===== src/rtl/btn_scan_pkg.sv =====
// btn_scan_pkg: shared state encoding and default sizing for the button scan controller
package btn_scan_pkg;

    typedef enum logic [1:0] {IDLE, WAIT, COMMIT} state_t;

    localparam int BTN_N_DEFAULT    = 4;
    localparam int DEBOUNCE_DEFAULT = 131072;

endpackage


===== src/rtl/btn_sync2.sv =====
// btn_sync2: W-bit two-flop synchroniser for asynchronous inputs
//   clk_100MHz : sampling clock
//   rst        : asynchronous active-high reset, clears both stages to 0
//   d          : asynchronous input vector
//   q          : synchronised output vector (two clocks of latency)
module btn_sync2 #(
    parameter int W = 4
) (
    input  logic         clk_100MHz,
    input  logic         rst,
    input  logic [W-1:0] d,
    output logic [W-1:0] q
);

    logic [W-1:0] meta;

    always_ff @(posedge clk_100MHz or posedge rst) begin
        if (rst) begin
            meta <= '0;
            q    <= '0;
        end else begin
            meta <= d;
            q    <= meta;
        end
    end

endmodule


===== src/rtl/btn_scan_ctrl.sv =====
// btn_scan_ctrl: debounces N_BTN buttons with one shared timer, served round-robin
//   clk_100MHz  : system clock, rising edge
//   rst         : asynchronous active-high reset
//   btn         : raw button levels, 1 = pressed
//   btn_level   : debounced level per button
//   btn_press   : one-cycle pulse on an accepted 0->1
//   btn_release : one-cycle pulse on an accepted 1->0
//   busy        : high while a button is being timed or committed
//   cur_sel     : index of the button being timed, valid while busy
module btn_scan_ctrl
    import btn_scan_pkg::*;
#(
    parameter int N_BTN           = BTN_N_DEFAULT,
    parameter int DEBOUNCE_CYCLES = DEBOUNCE_DEFAULT,
    parameter int CNT_W           = 22,
    parameter int SEL_W           = $clog2(N_BTN)
) (
    input  logic             clk_100MHz,
    input  logic             rst,
    input  logic [N_BTN-1:0] btn,
    output logic [N_BTN-1:0] btn_level,
    output logic [N_BTN-1:0] btn_press,
    output logic [N_BTN-1:0] btn_release,
    output logic             busy,
    output logic [SEL_W-1:0] cur_sel
);

    state_t           state, state_n;
    logic [SEL_W-1:0] ptr, ptr_n, sel_n;
    logic [CNT_W-1:0] timer, timer_n;
    logic [N_BTN-1:0] sync, pending, level_n, press_n, release_n;

    btn_sync2 #(.W(N_BTN)) u_sync (
        .clk_100MHz(clk_100MHz),
        .rst(rst),
        .d(btn),
        .q(sync)
    );

    assign pending = sync ^ btn_level;
    assign busy    = state != IDLE;

    function automatic logic [SEL_W-1:0] next_sel(input logic [SEL_W-1:0] s);
        return (s == SEL_W'(N_BTN - 1)) ? '0 : s + SEL_W'(1);
    endfunction

    // Scan downwards from the farthest offset so the nearest pending index
    // at or after start (modulo N_BTN) is the one left standing.
    function automatic logic [SEL_W-1:0] rr_pick(input logic [N_BTN-1:0] req,
                                                 input logic [SEL_W-1:0] start);
        logic [SEL_W-1:0] idx;
        rr_pick = start;
        for (int k = N_BTN - 1; k >= 0; k--) begin
            idx = SEL_W'((int'(start) + k) % N_BTN);
            if (req[idx]) rr_pick = idx;
        end
    endfunction

    always_comb begin
        state_n   = state;
        ptr_n     = ptr;
        sel_n     = cur_sel;
        timer_n   = timer;
        level_n   = btn_level;
        press_n   = '0;
        release_n = '0;
        case (state)
            IDLE: begin
                if (|pending) begin
                    sel_n   = rr_pick(pending, ptr);
                    timer_n = '0;
                    state_n = WAIT;
                end
            end
            WAIT: begin
                if (sync[cur_sel] == btn_level[cur_sel]) begin
                    state_n = IDLE;
                    ptr_n   = next_sel(cur_sel);
                end else if (timer == CNT_W'(DEBOUNCE_CYCLES - 1)) begin
                    state_n = COMMIT;
                end else begin
                    timer_n = timer + CNT_W'(1);
                end
            end
            COMMIT: begin
                level_n[cur_sel]   = sync[cur_sel];
                press_n[cur_sel]   = sync[cur_sel];
                release_n[cur_sel] = ~sync[cur_sel];
                ptr_n              = next_sel(cur_sel);
                state_n            = IDLE;
            end
            default: state_n = IDLE;
        endcase
    end

    always_ff @(posedge clk_100MHz or posedge rst) begin
        if (rst) begin
            state       <= IDLE;
            ptr         <= '0;
            cur_sel     <= '0;
            timer       <= '0;
            btn_level   <= '0;
            btn_press   <= '0;
            btn_release <= '0;
        end else begin
            state       <= state_n;
            ptr         <= ptr_n;
            cur_sel     <= sel_n;
            timer       <= timer_n;
            btn_level   <= level_n;
            btn_press   <= press_n;
            btn_release <= release_n;
        end
    end

endmodule


===== config.mk =====
export PLATFORM = sky130hd
export DESIGN_NAME = btn_scan_ctrl
export DESIGN_NICKNAME = d
export VERILOG_FILES = /design/src/rtl/btn_scan_pkg.sv /design/src/rtl/btn_sync2.sv /design/src/rtl/btn_scan_ctrl.sv
export SDC_FILE = /design/constraint.sdc
export NUM_CORES = 1
export LEC_CHECK = 0
export CAP_MARGIN = 20
export CORE_MARGIN = 5
export CORE_UTILIZATION = 25
export CTS_BUF_LIST = sky130_fd_sc_hd__clkbuf_4
export DETAILED_ROUTE_END_ITERATION = 8
export MAX_ROUTING_LAYER = met4
export PLACE_DENSITY = 0.51
export SLEW_MARGIN = 40
export SYNTH_ARGS = -nofsm -noshare
export SYNTH_HDL_FRONTEND = slang
export SYNTH_SLANG_ARGS = --single-unit

===== constraint.sdc =====
create_clock -name clk_100MHz -period 7 [get_ports clk_100MHz]
set_clock_uncertainty 0.05 [all_clocks]
set_input_delay 1.4 -clock clk_100MHz [delete_from_list [all_inputs] [get_ports clk_100MHz]]
set_output_delay 1.4 -clock clk_100MHz [all_outputs]
set_load 0.01 [all_outputs]

Word level (Yosys, flattened, before mapping)
Index checks and enable logic that the tools add are counted.
{"block": "word_totals", "reg_bits": 48, "out_inout_bits": 15, "elab_cells": 76}
{"block": "op_classes", "add_sub_neg": 5, "n_lt_le_gt_ge": 6, "n_eq_ne": 10, "n_mux": 32, "n_bitwise": 4, "n_reduce_logical": 10}
{"operator": "$mux 22", "count": 3}
{"operator": "$pmux 22 s2", "count": 1}
{"operator": "$add 22x1->22 const B", "count": 1}
{"operator": "$eq 22x17->1 const B", "count": 1}
{"operator": "$mux 2", "count": 9}
{"operator": "$lt 2x3->1 const B", "count": 5}
{"operator": "$bmux 1 s2", "count": 6}
{"operator": "$and 4x4->4", "count": 2}
{"operator": "$mux 4", "count": 2}
{"operator": "$ne 2x2->1 const B", "count": 4}
{"operator": "$pmux 2 s2", "count": 2}
{"operator": "$mux 1", "count": 7}
{"operator": "$reduce_and 2->1", "count": 3}
{"operator": "$reduce_bool 2->1", "count": 3}
{"operator": "$add 2x1->2 const B", "count": 2}
{"operator": "$add 2x2->2 const B", "count": 2}
{"operator": "$bwmux 4", "count": 1}
{"operator": "$eq 2x2->1 const B", "count": 2}
{"operator": "$reduce_and 4->1", "count": 1}
{"operator": "$reduce_or 4->1", "count": 1}
{"operator": "$xor 4x4->4", "count": 1}
{"operator": "$ne 3x3->1 const B", "count": 1}
{"operator": "$demux 1 s2", "count": 1}
{"operator": "$eq 2x1->1 const B", "count": 1}
{"operator": "5 further kinds", "count": 5}

Longest topological paths before layout
{"block": "depth", "depth_word": 7, "mapped_depth": 7}

Modules after synthesis
From an unflattened synthesis, not the netlist that was laid out.
{"block": "hier_totals", "hier_cells": 225, "hier_area_um2": 2374.8}
{"mod": "btn_scan_ctrl", "instances": 1, "cells_each": 216, "area_each_um2": 2170.8, "seq_area_each_um2": 1001.0}
{"mod": "btn_sync2", "instances": 1, "cells_each": 9, "area_each_um2": 203.9, "seq_area_each_um2": 200.2}

Worst setup path before layout
OpenSTA, ideal clock, no wires.
{"block": "synth_timing", "path_kind": "reg-to-reg", "start": "register cur_sel[0]", "end": "register timer[21]", "setup_time_ps": 78, "arrival_time_ps": 2156, "setup_slack_ps": 4716, "stages_incl_launch_ff": 8, "period_less_slack_ps": 2284, "path_cell_list": "dfrtp_1 mux4_2 buf_6 xor2_4 nand4b_4 buf_6 or3_1 a21oi_1"}
{"block": "synth_via", "elab_chain_len": 5}
{"item": "start, declared", "line": "btn_scan_ctrl.sv:25", "text": "output logic [SEL_W-1:0] cur_sel"}
{"item": "start signal, assigned", "line": "btn_scan_ctrl.sv:108", "text": "cur_sel <= sel_n;"}
{"item": "$bmux 1 s2", "line": "btn_scan_ctrl.sv:76", "text": "if (sync[cur_sel] == btn_level[cur_sel]) begin"}
{"item": "$mux 1 (not written as such)", "line": "btn_scan_ctrl.sv:76"}
{"item": "$eq 1x1->1 (*)", "line": "btn_scan_ctrl.sv:76"}
{"item": "$ne 2x2->1 (no source line) (*)"}
{"item": "$reduce_and 4->1 (no source line) (*)"}
{"item": "end signal, assigned", "line": "btn_scan_ctrl.sv:109", "text": "timer <= timer_n;"}
{"item": "end, declared", "line": "btn_scan_ctrl.sv:30", "text": "logic [CNT_W-1:0] timer, timer_n;"}
Every way passes the cells marked *; elsewhere a longest branch is shown, timed or not. The select of a mux whose other input is x is not followed.
A chain may end at the register's enable or synchronous reset.

Worst setup path in the final report
{"block": "layout_timing", "start": "register state[1]", "end": "output port busy"}
{"block": "layout_via", "elab_chain_len": 1}
{"item": "start, declared", "line": "btn_scan_ctrl.sv:28", "text": "state_t state, state_n;"}
{"item": "start signal, assigned", "line": "btn_scan_ctrl.sv:106", "text": "state <= state_n;"}
{"item": "$reduce_bool 2->1", "line": "btn_scan_ctrl.sv:41", "text": "assign busy = state != IDLE;"}
{"item": "end, declared", "line": "btn_scan_ctrl.sv:24", "text": "output logic busy,"}
Every way passes these cells.

==> impl_results.md <==
* Status: finished, final reports clean
* Clock latency on the worst-skew pair at about 0.37 ns
* Final setup violation count at 0
* Residual DRC count at 0
* Synth cell types at between 40 and 50
* Via count of the routed design at 1704
* Peak supply drop at roughly 0.12 mV
* Slew Limit Fails at 0
* Post-Place Cells at 363
* Post-Syn Area at 0.00237 mm^2
* Crit path from: state[1]
* Crit path time final at 3.13 ns
* H-tree levels at 2
* Critical Path Start Type: register
* Worst hold path type: register to register
* I/O pins at 21
* Clock tree sinks at 48
* Core area at 0.00924 mm^2
* CP Capture Type: output port
* GR Layer Usage met2 at 0.153
* Initial antenna violation count at 0
* GRT Util Overall at 0.0936
* Actual slew at the worst max-slew pin at 0.621 ns
* Layout filler cell count at 964
* Post-route ant nets at 0
* CTS buffer count at 5
* Area delta synth->final at 18.4%
* Vias in the first global route at 1783
* Post-synth ARST share at 1.00
* Flops & latches, synth at 48
* ANT cells at 0
* Worst Path Arrival at between 1.5 and 2 ns
* Pre-CTS WS at approximately 4.3 ns
* Storage element area at 0.00120 mm^2
* Met3 Use GR at 0.0252
* Highest clock rate at 0.320 GHz
* Pwr per Cell Area at 261 mW/mm^2
* GR Overflow Total at 0
* First-pass GRT wire length at between 8000 and 9000 um
* Syn. warnings at 0
* Share of layout cells above drive strength 1 at 0.116
* Avg Inst Size Synth at about 11 um^2
* Total power draw at roughly 0.73 mW
* Grt peak-use layer: met2
* DR WL/cell at 13.4 um
* Final Hold Viols at 0
* GR Util met1 at 0.113
* Period utilisation layout at 0.447
* Num rows at 35
* Fin nets at 252
* Startpoint of the worst hold path: u_sync.meta[2]
* Root buffer cell: clkbuf_4
* Cells after Synth at 222
* Synth Net Count at ~230
* DRT Pass-1 Iters at 4
* CP max FO at 5
* Die area at 0.0115 mm^2
* Die X at roughly 110 um
* EDFF count, synth at 0
* Post-route setup slack at 3.87 ns
* Max-slew headroom at 0.585
* Routed vias/inst at approximately 4.6
* Worst-path clk slew at between 0.1 and 0.15 ns
* Die H at 107 um
* Req. time, crit path at between 5 and 6 ns
* CTS tree: done
* Initial drt markers at 74
* Leakage power at 1.21 nW
* Final wirelength at 4960 um
* Reg2reg start: cur_sel[0]
* Final HPWL DP at 3470 um
* TNS Setup at 0 ns
* Largest net degree at the start of global routing at a little under 50
* Register area share after synthesis at 0.508
* Final Non-Filler Cells at between 300 and 400
* RSZ-0062 raised after global routing: no
* Area of the multi-input gates at 0.00111 mm^2
* Initial Utilization at 0.256
* CTS max path bufs at 2
* Top FF cell, synth: dfrtp_1
* PortBufs at 20
* Postcts setup bufs at 0
* GPL Wtd Cong at 0.739
* Max-cap viol count at 0
* Post-CTS sizing at 0
* Critical Setup Path Class: register to output port
* Cts hold-fix bufs at 0
-- Yosys cell counts, types with 8 or more instances --
cell type  instances  area (um^2)
nand3_1           12         60.1
o21ai_0           14         70.1
or3_1              8         50.1
dfrtp_1           48         1200
nand2_1           21         78.8
a21oi_1           14         70.1
nor2_1            12         45.0
nand4_1            8         50.1
xnor2_1            8         70.1
inv_1              8         30.0
-- cell type report --
class                      count  share of cell area
sequential                    48               0.429
multi-input combinational    158               0.396
timing repair buffer          20              0.0715
tap                          129              0.0576
clock inverter                 2              0.0214
clock buffer                   5              0.0134
inverter                       8              0.0116
-- critical path, stage by stage (launching register included) --
cell and delay (ns):
dfrtp_1 0.43, or2_2 0.37, clkdlybuf4s50_1 0.52
-- power by group --
part           switching [mW]  leakage, nW  internal, mW  total [mW]
clock                  0.0916       0.0513         0.109       0.201
combinational           0.120        0.523        0.0819       0.202
sequential             0.0285        0.640         0.300       0.328
total                   0.240         1.21         0.491       0.731
-- worst paths after layout --
check                      cells past startpoint              to  slack, ns
max in group asynchronous                      2        timer[5]       5.10
setup / recovery                               2            busy       3.87
hold / removal                                 0     u_sync.q[2]       0.32
setup reg to reg                               5       timer[19]       4.46
min in group asynchronous                      2  u_sync.meta[0]       1.39
hold reg to reg                                0     u_sync.q[2]       0.32
-- per-stage QoR --
stage                     hold WS, ns  instance area (um^2)   util
after global placement          0.283                  2690  0.291
final                           0.316                  2800  0.303
after detailed placement        0.285                  2700  0.293
after global routing            0.323                  2800  0.303
after floorplan                 0.281                  2370      -
after CTS                       0.316                  2800  0.303
-- registers in the layout, indices dropped and copies added (netlist names) --
register     cells
timer           22
state            2
u_sync.q         4
cur_sel          2
btn_press        4
btn_release      4
u_sync.meta      4
ptr              2
btn_level        4
-- cells in the final DEF (no fill, tap or decap), drive strengths merged, types with 2 or more instances in the layout --
cell type      synthesis  routed
a211oi                 2       2
inv                    8       8
ha                     5       5
clkdlybuf4s50          0      20
and4                   3       3
a21o                   5       5
nor2                  12      12
nand4b                 3       3
nand2                 21      21
nor2b                  2       2
nand4                  8       8
xor2                   4       4
a21oi                 14      14
clkbuf                 5       5
dfrtp                 48      48
mux2i                  5       5
a22o                   2       2
xnor2                  8       8
and3                   7       7
bufinv                 0       2
mux4                   2       2
nor3                   2       2
or3                   10      10
nand3                 12      12
o21ai                 14      14
or2                    2       2
-- per-layer routing --
layer  vias to the layer above  part of all wire
li1                        835                 -
met1                       836              0.47
met2                        27              0.49
met3                         6             0.033
met4                         0             0.010
met5                         -                 0
-- logic make-up (layout without fill, tap and decap cells) --
kind of cell,count (synthesis),in the layout,synth area share
compound gates,45,45,0.118
simple gates,89,89,0.222
xor+xnor,12,12,0.0524
buf+inv,16,35,0.0317
mux,7,7,0.0418
flops,48,48,0.508
fa+ha+maj,5,5,0.0264
No activity file was read; power rests on OpenSTA's default activity.
